## src/rtl/ceyloniac_regfile_mp_if.sv

```systemverilog
// rtl/ceyloniac_regfile_mp_if.sv - read/write bus bundle for the multi-port register file
interface ceyloniac_regfile_mp_if #(
    parameter int REG_DATA_WIDTH = 32,
    parameter int REG_ADDR_WIDTH = 5,
    parameter int NUM_READ_PORTS = 2
);
    logic [NUM_READ_PORTS*REG_ADDR_WIDTH-1:0] read_addr;
    logic [NUM_READ_PORTS*REG_DATA_WIDTH-1:0] read_data;
    logic                                     write_enable0;
    logic                                     write_enable1;
    logic [REG_ADDR_WIDTH-1:0]                write_addr0;
    logic [REG_ADDR_WIDTH-1:0]                write_addr1;
    logic [REG_DATA_WIDTH-1:0]                write_data0;
    logic [REG_DATA_WIDTH-1:0]                write_data1;
    logic                                     ready;
    logic                                     write_collision;

    modport master (
        output read_addr, write_enable0, write_enable1,
        output write_addr0, write_addr1, write_data0, write_data1,
        input  read_data, ready, write_collision
    );

    modport slave (
        input  read_addr, write_enable0, write_enable1,
        input  write_addr0, write_addr1, write_data0, write_data1,
        output read_data, ready, write_collision
    );
endinterface

```

## src/rtl/ceyloniac_regfile_mp.sv

```systemverilog
// rtl/ceyloniac_regfile_mp.sv - multi-port register file with dual write ports and clear engine
module ceyloniac_regfile_mp #(
    parameter int REG_DATA_WIDTH = 32,
    parameter int REG_ADDR_WIDTH = 5,
    parameter int NUM_READ_PORTS = 2,
    parameter int BYPASS         = 1,
    parameter int ZERO_REG       = 1
) (
    input  logic                    clk,
    input  logic                    reset_n,
    ceyloniac_regfile_mp_if.slave   bus
);
    localparam int DW    = REG_DATA_WIDTH;
    localparam int AW    = REG_ADDR_WIDTH;
    localparam int DEPTH = 1 << AW;

    typedef enum logic {ST_CLEAR, ST_RUN} state_t;

    state_t          state_q, state_d;
    logic [AW:0]     clr_addr_q, clr_addr_d;
    logic            ready_q, ready_d;
    logic            collision_q, collision_d;
    logic [DW-1:0]   mem_q [DEPTH];
    logic [DW-1:0]   mem_d [DEPTH];
    logic            wr0_ok, wr1_ok;
    logic [NUM_READ_PORTS*DW-1:0] rdata;
    logic [AW-1:0]   raddr;

    // Control state; the array itself is deliberately not reset, the clear engine zeroes it.
    always_ff @(posedge clk or negedge reset_n) begin
        if (!reset_n) begin
            state_q     <= ST_CLEAR;
            clr_addr_q  <= '0;
            ready_q     <= 1'b0;
            collision_q <= 1'b0;
        end else begin
            state_q     <= state_d;
            clr_addr_q  <= clr_addr_d;
            ready_q     <= ready_d;
            collision_q <= collision_d;
        end
    end

    // Storage array update.
    always_ff @(posedge clk) begin
        mem_q <= mem_d;
    end

    // Next state: sequential clear of one entry per edge, then normal dual-port writes.
    always_comb begin
        state_d     = state_q;
        clr_addr_d  = clr_addr_q;
        ready_d     = ready_q;
        collision_d = 1'b0;
        mem_d       = mem_q;
        // Writes to entry 0 are dropped when it is hardwired, but still count as collisions.
        wr0_ok      = bus.write_enable0 && !((ZERO_REG != 0) && (bus.write_addr0 == '0));
        wr1_ok      = bus.write_enable1 && !((ZERO_REG != 0) && (bus.write_addr1 == '0));
        case (state_q)
            ST_CLEAR: begin
                mem_d[clr_addr_q[AW-1:0]] = '0;
                clr_addr_d = clr_addr_q + 1'b1;
                // Carry into the top bit means entry DEPTH-1 was cleared on this edge.
                if (clr_addr_d[AW]) begin
                    state_d = ST_RUN;
                    ready_d = 1'b1;
                end
            end
            ST_RUN: begin
                // Port 1 is applied last so it wins a same-address collision.
                if (wr0_ok) mem_d[bus.write_addr0] = bus.write_data0;
                if (wr1_ok) mem_d[bus.write_addr1] = bus.write_data1;
                collision_d = bus.write_enable0 && bus.write_enable1 &&
                              (bus.write_addr0 == bus.write_addr1);
            end
            default: begin
                state_d = ST_CLEAR;
            end
        endcase
    end

    // Combinational read ports with optional same-cycle forwarding (port 1 over port 0).
    always_comb begin
        rdata = '0;
        raddr = '0;
        for (int k = 0; k < NUM_READ_PORTS; k++) begin
            raddr = bus.read_addr[k*AW +: AW];
            if (state_q != ST_RUN || ((ZERO_REG != 0) && raddr == '0)) begin
                rdata[k*DW +: DW] = '0;
            end else if ((BYPASS != 0) && bus.write_enable1 && bus.write_addr1 == raddr) begin
                rdata[k*DW +: DW] = bus.write_data1;
            end else if ((BYPASS != 0) && bus.write_enable0 && bus.write_addr0 == raddr) begin
                rdata[k*DW +: DW] = bus.write_data0;
            end else begin
                rdata[k*DW +: DW] = mem_q[raddr];
            end
        end
    end

    assign bus.read_data       = rdata;
    assign bus.ready           = ready_q;
    assign bus.write_collision = collision_q;
endmodule

```

## src/flat_wrapper.sv

```systemverilog
// flat-port wrapper written by rule: the top's interface ports become plain ports
module ceyloniac_regfile_mp_flat 
#(
    parameter int REG_DATA_WIDTH = 32,
    parameter int REG_ADDR_WIDTH = 5,
    parameter int NUM_READ_PORTS = 2,
    parameter int BYPASS         = 1,
    parameter int ZERO_REG       = 1
)
  (clk, reset_n, bus_read_addr, bus_write_enable0, bus_write_enable1, bus_write_addr0, bus_write_addr1, bus_write_data0, bus_write_data1, bus_read_data, bus_ready, bus_write_collision);
  ceyloniac_regfile_mp_if #(.REG_DATA_WIDTH(REG_DATA_WIDTH), .REG_ADDR_WIDTH(REG_ADDR_WIDTH), .NUM_READ_PORTS(NUM_READ_PORTS)) bus_i ();
  input  logic clk;
  input  logic reset_n;
  input wire logic [$bits(bus_i.read_addr)-1:0] bus_read_addr;
  input wire logic [$bits(bus_i.write_enable0)-1:0] bus_write_enable0;
  input wire logic [$bits(bus_i.write_enable1)-1:0] bus_write_enable1;
  input wire logic [$bits(bus_i.write_addr0)-1:0] bus_write_addr0;
  input wire logic [$bits(bus_i.write_addr1)-1:0] bus_write_addr1;
  input wire logic [$bits(bus_i.write_data0)-1:0] bus_write_data0;
  input wire logic [$bits(bus_i.write_data1)-1:0] bus_write_data1;
  output wire logic [$bits(bus_i.read_data)-1:0] bus_read_data;
  output wire logic [$bits(bus_i.ready)-1:0] bus_ready;
  output wire logic [$bits(bus_i.write_collision)-1:0] bus_write_collision;
  assign bus_i.read_addr = bus_read_addr;
  assign bus_i.write_enable0 = bus_write_enable0;
  assign bus_i.write_enable1 = bus_write_enable1;
  assign bus_i.write_addr0 = bus_write_addr0;
  assign bus_i.write_addr1 = bus_write_addr1;
  assign bus_i.write_data0 = bus_write_data0;
  assign bus_i.write_data1 = bus_write_data1;
  assign bus_read_data = bus_i.read_data;
  assign bus_ready = bus_i.ready;
  assign bus_write_collision = bus_i.write_collision;
  ceyloniac_regfile_mp #(.REG_DATA_WIDTH(REG_DATA_WIDTH), .REG_ADDR_WIDTH(REG_ADDR_WIDTH), .NUM_READ_PORTS(NUM_READ_PORTS), .BYPASS(BYPASS), .ZERO_REG(ZERO_REG)) u_core (.clk(clk), .reset_n(reset_n), .bus(bus_i));
endmodule
```

## config.mk

```make
export PLATFORM = sky130hd
export DESIGN_NAME = ceyloniac_regfile_mp_flat
export DESIGN_NICKNAME = d
export VERILOG_FILES = /design/src/rtl/ceyloniac_regfile_mp_if.sv /design/src/rtl/ceyloniac_regfile_mp.sv /design/src/flat_wrapper.sv
export SDC_FILE = /design/constraint.sdc
export NUM_CORES = 2
export LEC_CHECK = 0
export ABC_CLOCK_PERIOD_IN_PS = 2960
export CORE_MARGIN = 8
export CORE_UTILIZATION = 35
export DETAILED_ROUTE_END_ITERATION = 6
export GPL_TIMING_DRIVEN = 0
export HOLD_SLACK_MARGIN = 0.15
export PLACE_DENSITY_LB_ADDON = 0.05
export SETUP_SLACK_MARGIN = 0.15
export SLEW_MARGIN = 20
export SYNTH_ARGS = -nofsm -noshare
export SYNTH_HDL_FRONTEND = slang
export SYNTH_SLANG_ARGS = --single-unit
```

## constraint.sdc

```tcl
create_clock -name clk -period 2.96 [get_ports clk]
set_input_delay 0.592 -clock clk [delete_from_list [all_inputs] [get_ports clk]]
set_output_delay 0.592 -clock clk [all_outputs]
set_load 0.02 [all_outputs]
```

==> flow_summary.ini <==
[clock_tree]
cts_buffer_depth = 3
htreeDepth = 4
cts_made_buffers = 142
clkSlewWorstSetupHoldPaths_ps = 60
cts_tree = yes
clk-insertion-delay-late_ps = 830
cts_sinks = 1033
cts-root-buf = clkbuf_16

[route]
drt_iter0_markers = 10570
vias_per_cell = 6.70
num_vias = 73179
drcViolationCount = 6
antenna_violating_nets_post_route = 0
wl_per_cell_um = 41.5
wl_mm = 453
firstDrtPassIters = 7

[critical_path]
crit_required_ps = 2370
critical_path.reg2reg.endpoint = u_core.mem_q[517]
path_buf_inv = 3
r2r_slack_ps = -20
critPathKind = in2out
crit_path_top_delay_cell = clkbuf_1
crit_family = buffers and inverters
cpPeakStageDelay_ps = 850
crit_path_start_kind = primary input
arrival_ps = 3130
crit_path_cell_trace = clkdlybuf4s50_1 -> clkbuf_1 -> a22oi_1 -> o221ai_4 -> buf_6
cp_max_fo = 10
cp-end-kind = output port
r2r_cells = 9
r2r-start = u_core.state_q

[pwr]
swShare_pct = 35.6
intPower_w = 0.0344
comb_power_share_pct = 29.2
peakVddDrop_v = 0.000689
switchingPower_w = 0.0190
power_w = 0.0534
p_leak_nw = 35.2
p_clk_share_pct = 34.4
power_density_mw_per_mm2 = 601
p_seq_share_pct = 36.3

[placed_design]
portBuffers = 98
gp_congestion = 1.03
dpl.hpwl_mm = 355

[global_route]
grt_pass1_wl_mm = 596
grt_pass1_vias = 68541
grt_start_max_net_pins = 17
gr-usage-all-layers_pct = 39.6
grt-ovfl-total = 0
antenna_found_initial = 27

[synthesis]
ys_ff_latch = 1033
synth_largest_area_cell = dfxtp_1
ys_top_cells_by_area = dfxtp_1 29%, mux2i_1 18%, mux4_2 12%, a22o_1 11%, a21oi_1 5.2%
ys_seq_area_share_pct = 29.6
synth_area_mm2 = 0.0700
synthArstFlopShare_pct = 0.871
synth_top_area_share_pct = 29.3
yosysWarnings = 0
synth.avg_cell_area_um2 = 9.00
synth_edf_count = 0
synth_cells = 7783
synth_nets = 7875
ys.flop_type = dfxtp_1
yosys.cell_types.count = 61

[cells_and_area]
final_util_pct = 44.6
nNetsFinal = 8249
fillers = 19199
drive_gt1_share_pct = 23.8
area_growth_pct = 26.9

[timing]
fmax_mhz = 269
rsz0062_at_grt = true
worst_slew_pin_slew_ps = 1420
finalSetupViolCount = 66
final.period_utilization_pct = 126
slew_headroom_pct = 5.66
slew_violations = 0
period_minus_slack_ps = 3720
fin_setup_tns_ps = -33000
finClkSkew_ps = 18.6
timing_hold_violations_final = 0
setup_ws_ps = -762

[hold_path]
holdPathStages = 3
hp-class = in2reg
min_from = bus_write_data1[14]
min_to = u_core.mem_q[942]

[die]
design.die.area_mm2 = 0.215
core-area_mm2 = 0.199
pin_count = 154
die_height_um = 463
initial_core_util_pct = 35.1
std_cell_rows = 164
die_x_um = 463

[run]
maxCapViolations = 0

[run_status]
status = complete, but fails checks
violations = design-rule violations, negative setup slack
-- stage by stage --
stage / hold slack, ps / setup WS [ps] / cell area [um^2] / std cells
after floorplan: 296 / 102 / 70400 / 7783
after global placement: 465 / -3960 / 74700 / 10537
after detailed placement: 467 / -3260 / 74900 / 10545
after CTS: 354 / -576 / 86500 / 10873
after global routing: 430 / -610 / 88900 / 10923
final: 428 / -762 / 88900 / 10927
-- registers in the layout, summed over array words and instances (netlist names) --
name,flops
u_core.mem_q,1024
u_core.state_q,1
u_core.clr_addr_q,6
u_core.bus.ready,1
u_core.bus.write_collision,1
-- final cells by class --
type / instances / area (um^2) / share of cell area [%]
diodes: 12 / 30.0 / 0.0338
plain buffers: 997 / 6850 / 7.70
clock buffers: 212 / 4330 / 4.87
clock inverters: 34 / 438 / 0.493
inverters: 38 / 155 / 0.175
multi-input cells: 5715 / 49900 / 56.2
flip-flops and latches: 1033 / 20700 / 23.3
well taps: 2656 / 3320 / 3.74
repair buffers: 230 / 3090 / 3.48
-- layout by cell type, fill, tap and decap left out, types with 25 or more instances in the layout --
cell	instances
a21oi_2	38
o221ai_2	89
clkbuf_2	203
nand2_1	482
mux2i_1	1161
o21ai_0	501
buf_12	73
o221ai_1	32
o22ai_2	58
mux2i_2	58
a211oi_4	30
dfxtp_1	1014
a22o_1	904
a31oi_1	50
nor2_1	695
buf_6	95
o22ai_1	43
mux4_2	358
buf_4	99
o21ai_1	25
a22oi_2	25
a21oi_4	42
clkbuf_8	53
nand2_2	37
clkbuf_16	179
a211o_4	29
clkbuf_1	466
buf_8	30
a22oi_1	38
buf_16	50
a21oi_1	652
o221ai_4	96
nor2b_1	39
buf_2	97
clkbuf_4	28
buf_1	34
-- power by group through the flow --
stage / Combinational, W / Clock, W / Sequential, W
floorplan: 0.00865 / 0 / 0.0183
global placement: 0.0125 / 0 / 0.0192
detailed placement: 0.0127 / 0 / 0.0194
CTS: 0.0145 / 0.0184 / 0.0191
global route: 0.0161 / 0.0189 / 0.0196
finish: 0.0156 / 0.0184 / 0.0194
-- tightest hold or removal path, cell delays in order --
cell	delay [ps]
buf_1	240
o21ai_0	270
o21ai_0	100
-- timing repair --
item / 4_1_cts / 5_1_grt
resized for setup: 1528 / 611
pin swaps: 182 / 157
setup buffers: 56 / 36
endpoints found under the hold margin: 9 / 0
gates cloned: 25 / 6
setup endpoints to repair: 1094 / 1048
hold buffers: 1 / 0
-- worst max path at each step --
stage                              from                end  slack (ps)  cells past startpoint
global placement       bus_read_addr[4]  bus_read_data[22]       -3960                     10
detailed placement     bus_read_addr[1]  bus_read_data[19]       -3260                     11
floorplan              bus_read_addr[3]   bus_read_data[0]         100                      7
global route           bus_read_addr[5]  bus_read_data[48]        -610                      9
CTS                    bus_read_addr[5]  bus_read_data[49]        -580                     10
finish              bus_write_data1[16]  bus_read_data[48]        -760                      5
-- kinds of logic (layout without fill, tap and decap cells) --
| logic type | count (synthesis) | count (layout) | synth area share, % |
|---|---|---|---|
| compound gates | 2722 | 2722 | 26.5 |
| xor+xnor | 30 | 30 | 0.375 |
| fa+ha+maj | 4 | 4 | 0.0715 |
| buf+inv | 1035 | 1511 | 6.35 |
| flops | 1033 | 1033 | 29.6 |
| mux | 1590 | 1590 | 29.1 |
| other cells | 0 | 12 | 0 |
| simple gates | 1369 | 1369 | 7.95 |
-- routing by layer --
layer	wire [um]	track usage, %	share of wire, %
met1	181000	51.6	40
met2	192000	59.1	42
met3	45000	9.54	9.9
met4	35200	24.6	7.8
met5	61	0	0.013
-- synthesized netlist by cell type (all sizes together), types with 20 or more instances --
cell and n:
a22oi 63, a21oi 732, nand3 20, dfxtp 1024, buf 282, nand2 522
nor2 714, mux2i 1230, a211oi 32, mux4 358, inv 38, o22ai 103
a211o 31, a22o 904, a31oi 63, nor2b 47, clkbuf 715, o221ai 217
o21ai 558
Note: power is estimated with default switching activity, not from simulation.
